**src/rtl/alu_md.sv**
```systemverilog
// Execute-stage ALU with registered single-cycle results and an iterative
// radix-2 multiply/divide unit (WIDTH cycles) writing HI/LO.
module alu_md #(
    parameter int WIDTH = 32
) (
    input  logic             clk,
    input  logic             reset,
    input  logic             start,
    input  logic [3:0]       op,
    input  logic [WIDTH-1:0] a,
    input  logic [WIDTH-1:0] b,
    output logic [WIDTH-1:0] result,
    output logic             zero,
    output logic             overflow,
    output logic             busy,
    output logic             done,
    output logic [WIDTH-1:0] hi,
    output logic [WIDTH-1:0] lo
);
    localparam int SH = $clog2(WIDTH);

    typedef enum logic {IDLE, RUN} state_t;

    function automatic logic [WIDTH-1:0] cneg(input logic [WIDTH-1:0] v, input logic n);
        return n ? (~v + 1'b1) : v;
    endfunction

    function automatic logic [2*WIDTH-1:0] cneg2(input logic [2*WIDTH-1:0] v, input logic n);
        return n ? (~v + 1'b1) : v;
    endfunction

    state_t           state;
    logic [SH-1:0]    cnt_p1;
    logic [WIDTH-1:0] acc_p1, sh_p1, mb_p1, a_p1;
    logic             is_div_p1, neg_lo_p1, neg_hi_p1, dz_p1;

    // Stage p0: operand decode and single-cycle ALU
    logic                    accept_p0, md_op_p0, neg_a_p0, neg_b_p0, ovf_p0;
    logic signed [WIDTH-1:0] sa_p0, sb_p0;
    logic [WIDTH-1:0]        sum_p0, diff_p0, alu_p0, mag_a_p0, mag_b_p0;
    logic [SH-1:0]           shamt_p0;

    assign accept_p0 = start & ~busy;
    assign md_op_p0  = op[3] & op[2];
    assign sa_p0     = a;
    assign sb_p0     = b;
    assign shamt_p0  = a[SH-1:0];
    assign sum_p0    = a + b;
    assign diff_p0   = a - b;
    assign neg_a_p0  = op[0] & a[WIDTH-1];
    assign neg_b_p0  = op[0] & b[WIDTH-1];
    assign mag_a_p0  = cneg(a, neg_a_p0);
    assign mag_b_p0  = cneg(b, neg_b_p0);

    always_comb begin
        alu_p0 = '0;
        ovf_p0 = 1'b0;
        case (op)
            4'b0000: alu_p0 = a & b;
            4'b0001: alu_p0 = a | b;
            4'b0010: begin
                alu_p0 = sum_p0;
                ovf_p0 = (a[WIDTH-1] == b[WIDTH-1]) && (sum_p0[WIDTH-1] != a[WIDTH-1]);
            end
            4'b0011: alu_p0 = a ^ b;
            4'b0100: alu_p0 = a & ~b;
            4'b0101: alu_p0 = a | ~b;
            4'b0110: begin
                alu_p0 = diff_p0;
                ovf_p0 = (a[WIDTH-1] != b[WIDTH-1]) && (diff_p0[WIDTH-1] != a[WIDTH-1]);
            end
            4'b0111: alu_p0 = {{(WIDTH-1){1'b0}}, (a < b)};
            4'b1000: alu_p0 = {{(WIDTH-1){1'b0}}, (sa_p0 < sb_p0)};
            4'b1001: alu_p0 = b << shamt_p0;
            4'b1010: alu_p0 = b >> shamt_p0;
            4'b1011: alu_p0 = sb_p0 >>> shamt_p0;
            default: alu_p0 = '0;
        endcase
    end

    // Stage p1: one radix-2 step; acc/sh hold {hi,lo} of product or {rem,quot}
    logic [WIDTH:0]     madd_p1, shift_p1;
    logic               ge_p1;
    logic [WIDTH-1:0]   dsub_p1, nacc_p1, nsh_p1, hi_nx_p1, lo_nx_p1;
    logic [2*WIDTH-1:0] prod_p1;

    assign madd_p1  = {1'b0, acc_p1} + (sh_p1[0] ? {1'b0, mb_p1} : {(WIDTH+1){1'b0}});
    assign shift_p1 = {acc_p1, sh_p1[WIDTH-1]};
    assign ge_p1    = shift_p1 >= {1'b0, mb_p1};
    assign dsub_p1  = shift_p1[WIDTH-1:0] - mb_p1;

    always_comb begin
        nacc_p1 = madd_p1[WIDTH:1];
        nsh_p1  = {madd_p1[0], sh_p1[WIDTH-1:1]};
        if (is_div_p1) begin
            nacc_p1 = ge_p1 ? dsub_p1 : shift_p1[WIDTH-1:0];
            nsh_p1  = {sh_p1[WIDTH-2:0], ge_p1};
        end
    end

    assign prod_p1 = cneg2({nacc_p1, nsh_p1}, neg_lo_p1);

    always_comb begin
        hi_nx_p1 = prod_p1[2*WIDTH-1:WIDTH];
        lo_nx_p1 = prod_p1[WIDTH-1:0];
        if (is_div_p1) begin
            // Divide by zero reports the original dividend, not its magnitude
            hi_nx_p1 = dz_p1 ? a_p1 : cneg(nacc_p1, neg_hi_p1);
            lo_nx_p1 = dz_p1 ? '1   : cneg(nsh_p1, neg_lo_p1);
        end
    end

    always_ff @(posedge clk or posedge reset) begin
        if (reset) begin
            state     <= IDLE;
            cnt_p1    <= '0;
            acc_p1    <= '0;
            sh_p1     <= '0;
            mb_p1     <= '0;
            a_p1      <= '0;
            is_div_p1 <= 1'b0;
            neg_lo_p1 <= 1'b0;
            neg_hi_p1 <= 1'b0;
            dz_p1     <= 1'b0;
            result    <= '0;
            zero      <= 1'b0;
            overflow  <= 1'b0;
            busy      <= 1'b0;
            done      <= 1'b0;
            hi        <= '0;
            lo        <= '0;
        end else begin
            done <= 1'b0;
            case (state)
                IDLE: begin
                    if (accept_p0) begin
                        zero <= (a == b);
                        if (md_op_p0) begin
                            state     <= RUN;
                            busy      <= 1'b1;
                            cnt_p1    <= '0;
                            acc_p1    <= '0;
                            sh_p1     <= op[1] ? mag_a_p0 : mag_b_p0;
                            mb_p1     <= op[1] ? mag_b_p0 : mag_a_p0;
                            a_p1      <= a;
                            is_div_p1 <= op[1];
                            neg_lo_p1 <= neg_a_p0 ^ neg_b_p0;
                            neg_hi_p1 <= neg_a_p0;
                            dz_p1     <= op[1] & (b == '0);
                        end else begin
                            result   <= alu_p0;
                            overflow <= ovf_p0;
                            done     <= 1'b1;
                        end
                    end
                end
                RUN: begin
                    acc_p1 <= nacc_p1;
                    sh_p1  <= nsh_p1;
                    cnt_p1 <= cnt_p1 + SH'(1);
                    if (cnt_p1 == SH'(WIDTH-1)) begin
                        hi    <= hi_nx_p1;
                        lo    <= lo_nx_p1;
                        busy  <= 1'b0;
                        done  <= 1'b1;
                        state <= IDLE;
                    end
                end
                default: state <= IDLE;
            endcase
        end
    end
endmodule

```
**config.mk**
```make
export PLATFORM = sky130hd
export DESIGN_NAME = alu_md
export DESIGN_NICKNAME = d
export VERILOG_FILES = /design/src/rtl/alu_md.sv
export SDC_FILE = /design/constraint.sdc
export NUM_CORES = 2
export LEC_CHECK = 0
export ABC_AREA = 1
export CAP_MARGIN = 25
export CORE_MARGIN = 2
export CORE_UTILIZATION = 40
export CTS_BUF_LIST = sky130_fd_sc_hd__clkbuf_16
export DETAILED_ROUTE_END_ITERATION = 6
export PLACE_DENSITY_LB_ADDON = 0.15
export SYNTH_ARGS = -nofsm -noshare
export SYNTH_HDL_FRONTEND = slang
export SYNTH_SLANG_ARGS = --single-unit
```
**constraint.sdc**
```tcl
create_clock -name clk -period 12.2 [get_ports clk]
set_input_delay 2.44 -clock clk [delete_from_list [all_inputs] [get_ports clk]]
set_output_delay 2.44 -clock clk [all_outputs]
set_load 0.01 [all_outputs]
```
==> out/metrics.yaml <==
grt-ovfl-total: 0
area_delta_synth_final_pct: 11.73
timing.final.hold_violations: 0
clock_path_buffers: 3
maxCapViolations: 0
worst_skew_pair.late_latency_ns: 0.64
whs_ns: 0.4753
slowest_stage_cell_crit_path: "dfrtp_1"
final_area_um2: 32150
timing.hold.worst.start: "a_p1[28]"
count_of_h_tree_levels_built_during_cts: 1
die-height_um: 272.2
comb_pwr_share_pct: 22.8
end_kind: "flop"
async_reset_ff_share_pct: 100.0
worst_path_most_repeated_cell: "nand2_1"
number_of_enable_flip_flop_cells_after_synthesis: 0
clockRootBuffer: "clkbuf_16"
initial_utilization_pct: 40.32
postSynthAreaPerCell_um2: 5.922
multi_input_area_um2: 19380
first_iter_violations: 4014
cts.sinks: 238
numCtsBuffers: 31
clock.fmax_mhz: 162.8
startpoint_type: "flop"
floorplan.rows: 98
avgViaCountPerCell: 5.835
sequential_cell_area_um2: 5961
run_status: "finished clean"
grt_pass1_vias: 32210
slew_violations: 0
critPathRequiredTime_ns: 12.71
power-per-cell-area_nw_per_um2: 69.40
power.switching_mw: 0.7994
fin_setup_tns_ns: 0
dpl-instance-area_um2: 31120
met1_length_mm: 56.99
dieWidth_um: 272.2
met2_length_mm: 65.44
largest_net_degree_at_the_start_of_global_routing: 78
cts_tree: "done"
syn-num-nets: 5067
dp.cells: 5803
critical-path-max-stage-delay_ns: 0.63
power.share.switching_pct: 35.83
power.total_mw: 2.231
vdd_drop_max_mv: 0.1286
fill_cell_instance_count_of_the_final_layout: 7927
met3WireLength_mm: 11.14
total_leakage_power_nw: 15.95
fin_util_pct: 45.05
initial_antenna_violation_count: 4
cts_resized: 0
internal_power_mw: 1.432
detailroute.via_count: 34210
post-route-worst-setup-slack_ns: 6.056
post-dp-hpwl_mm: 116.3
timing_worst_setup_path_type: "reg -> reg"
synth_flop_cell: "dfrtp_1"
drive_above_1_share_pct: 5.273
yosys_register_bits: 238
worstSetupStartpoint: "mb_p1[20]"
gpl.final_weighted_congestion: 1.049
r2r-start: "mb_p1[20]"
worst-path-max-fanout: 48
core_area_um2: 71360
final_cycle_utilization_of_the_critical_path_pct: 50.36
number_of_instances_in_the_synthesized_netlist: 4859
number_of_setup_violations_in_the_final_report: 0
layout.nets: 5096
maxUsedRoutingLayer: "met5"
drt.antenna.violating_nets: 0
worst_setup_hold_path_clk_slew_ns: 0.06
grt_first_pass_wirelength_mm: 213.1
post-place-ws_ns: 5.652
io_pins: 171
ys_seq_area_share_pct: 20.70
cts_setup_buffers: 0
die_area_um2: 74100
io_buffers: 170
netlist-cell-type-count: 67
seq_power_share_pct: 35.4
final_cell_count_no_fill: 5864
worst_pin_slew_ns: 1.091
clock_power_share_pct: 41.8
grt_setup_unrepaired: "no"
critPathArrivalTime_ns: 6.66
post_synthesis_instance_area_um2: 28780
synth-warning-count: 0
hp-class: "reg -> reg"
setup_skew_ns: 0.01631
grt.total_usage_pct: 38.36
route.final.wire_length_mm: 146.1
detail_route.wl_per_cell_um: 24.91
residual_drc_count: 0
drtPass1Iterations: 7
timing.slew.headroom_pct: 25.36
finalCriticalPeriod_ns: 6.144
postCtsHoldBufs: 0
worst paths after layout:
path | endpoint | slack (ns) | depth (start not counted)
max | hi[10] | 6.06 | 28
min | a_p1[28] | 0.48 | 2
max reg2reg | hi[10] | 6.06 | 28
min reg2reg | a_p1[28] | 0.48 | 2
max in group asynchronous | a_p1[21] | 7.87 | 4
min in group asynchronous | acc_p1[3] | 2.23 | 2
cells in the mapped netlist, types with 12 or more instances:
library cell,number,share of area (%)
nand2_1,1323,17
inv_1,629,8.2
nor2_1,494,6.4
o21ai_0,376,6.5
nand3_1,358,6.2
a21oi_1,290,5.0
dfrtp_1,238,21
clkbuf_1,179,2.3
ha_1,133,5.8
xor2_1,122,3.7
nand4_1,66,1.4
o211ai_1,55,1.4
nor3_1,52,0.90
o22ai_1,45,0.98
a31oi_1,37,0.80
or2_2,35,0.76
o221ai_1,33,1.0
nand2_2,27,0.59
a22oi_1,25,0.65
buf_1,25,0.33
buf_2,25,0.43
mux2i_1,23,0.80
nor2_2,18,0.39
o21ai_1,17,0.30
nor4_1,16,0.35
nand3_2,14,0.49
o21bai_1,13,0.34
a221o_1,12,0.42
inv_2,12,0.16
per-layer routing:
| layer | up-vias | global-route usage [%] |
|---|---|---|
| li1 | 16050 | - |
| met1 | 15980 | 47.10 |
| met2 | 1736 | 62.05 |
| met3 | 443 | 5.157 |
| met4 | 4 | 27.27 |
| met5 | - | 0 |
area by class of cell:
cell class / count / area share [%]
clock inverter: 26 / 0.6499
timing repair buffer: 236 / 6.810
tap: 950 / 3.697
sequential: 238 / 18.54
antenna: 2 / 0.01557
inverter: 649 / 7.600
multi-input combinational: 3732 / 60.28
clock buffer: 31 / 2.413
cells in the final DEF, fill, tap and decap left out, types with 17 or more instances in the layout:
cell / instances
a22oi_1: 25
nand2_1: 1323
nand3_1: 358
dfrtp_1: 236
clkdlybuf4s50_1: 165
clkbuf_16: 31
nor2_2: 21
mux2i_1: 23
a21oi_1: 290
xor2_1: 122
o21ai_0: 376
buf_4: 61
o22ai_1: 45
nand4_1: 66
nor3_1: 52
o221ai_1: 33
or2_2: 35
a31oi_1: 37
o21ai_1: 17
ha_1: 133
nor2_1: 489
o211ai_1: 55
nand2_2: 27
inv_1: 630
power groups by stage:
stage                     Clock (mW)  Combinational [mW]  Sequential, mW
after floorplan                    0               0.291           0.804
after global placement             0               0.493           0.804
after detailed placement           0               0.488           0.804
after CTS                      0.935               0.490           0.789
after global routing           0.967               0.542           0.789
final                          0.933               0.509           0.789
flip-flops by register name (all words and copies together), names as in the netlist, 5 cells and up:
| signal | flops |
|---|---|
| mb_p1 | 32 |
| lo | 32 |
| cnt_p1 | 5 |
| acc_p1 | 32 |
| result | 32 |
| sh_p1 | 32 |
| hi | 32 |
| a_p1 | 32 |
worst max-delay path: cells and delay by family (launching register included):
kind	cells	cell delay (ns)
buffers and inverters	4	0.67
AO/OA/AOI/OAI	3	0.91
AND/OR/NAND/NOR	19	3.16
flip-flops	1	0.63
adder cells (fa/ha/maj)	2	0.58
cell families after synthesis:
family | after synthesis | synth area share [%]
and+or+nand+nor | 2432 | 35.72
adders and majority gates | 137 | 6.061
DFF | 238 | 20.70
buffers and inverters | 889 | 12.04
muxes | 23 | 0.8000
AOI/OAI and AO/OA | 1007 | 20.64
xor gates and xnor gates | 133 | 4.048
No activity file was read; power rests on OpenSTA's default activity.
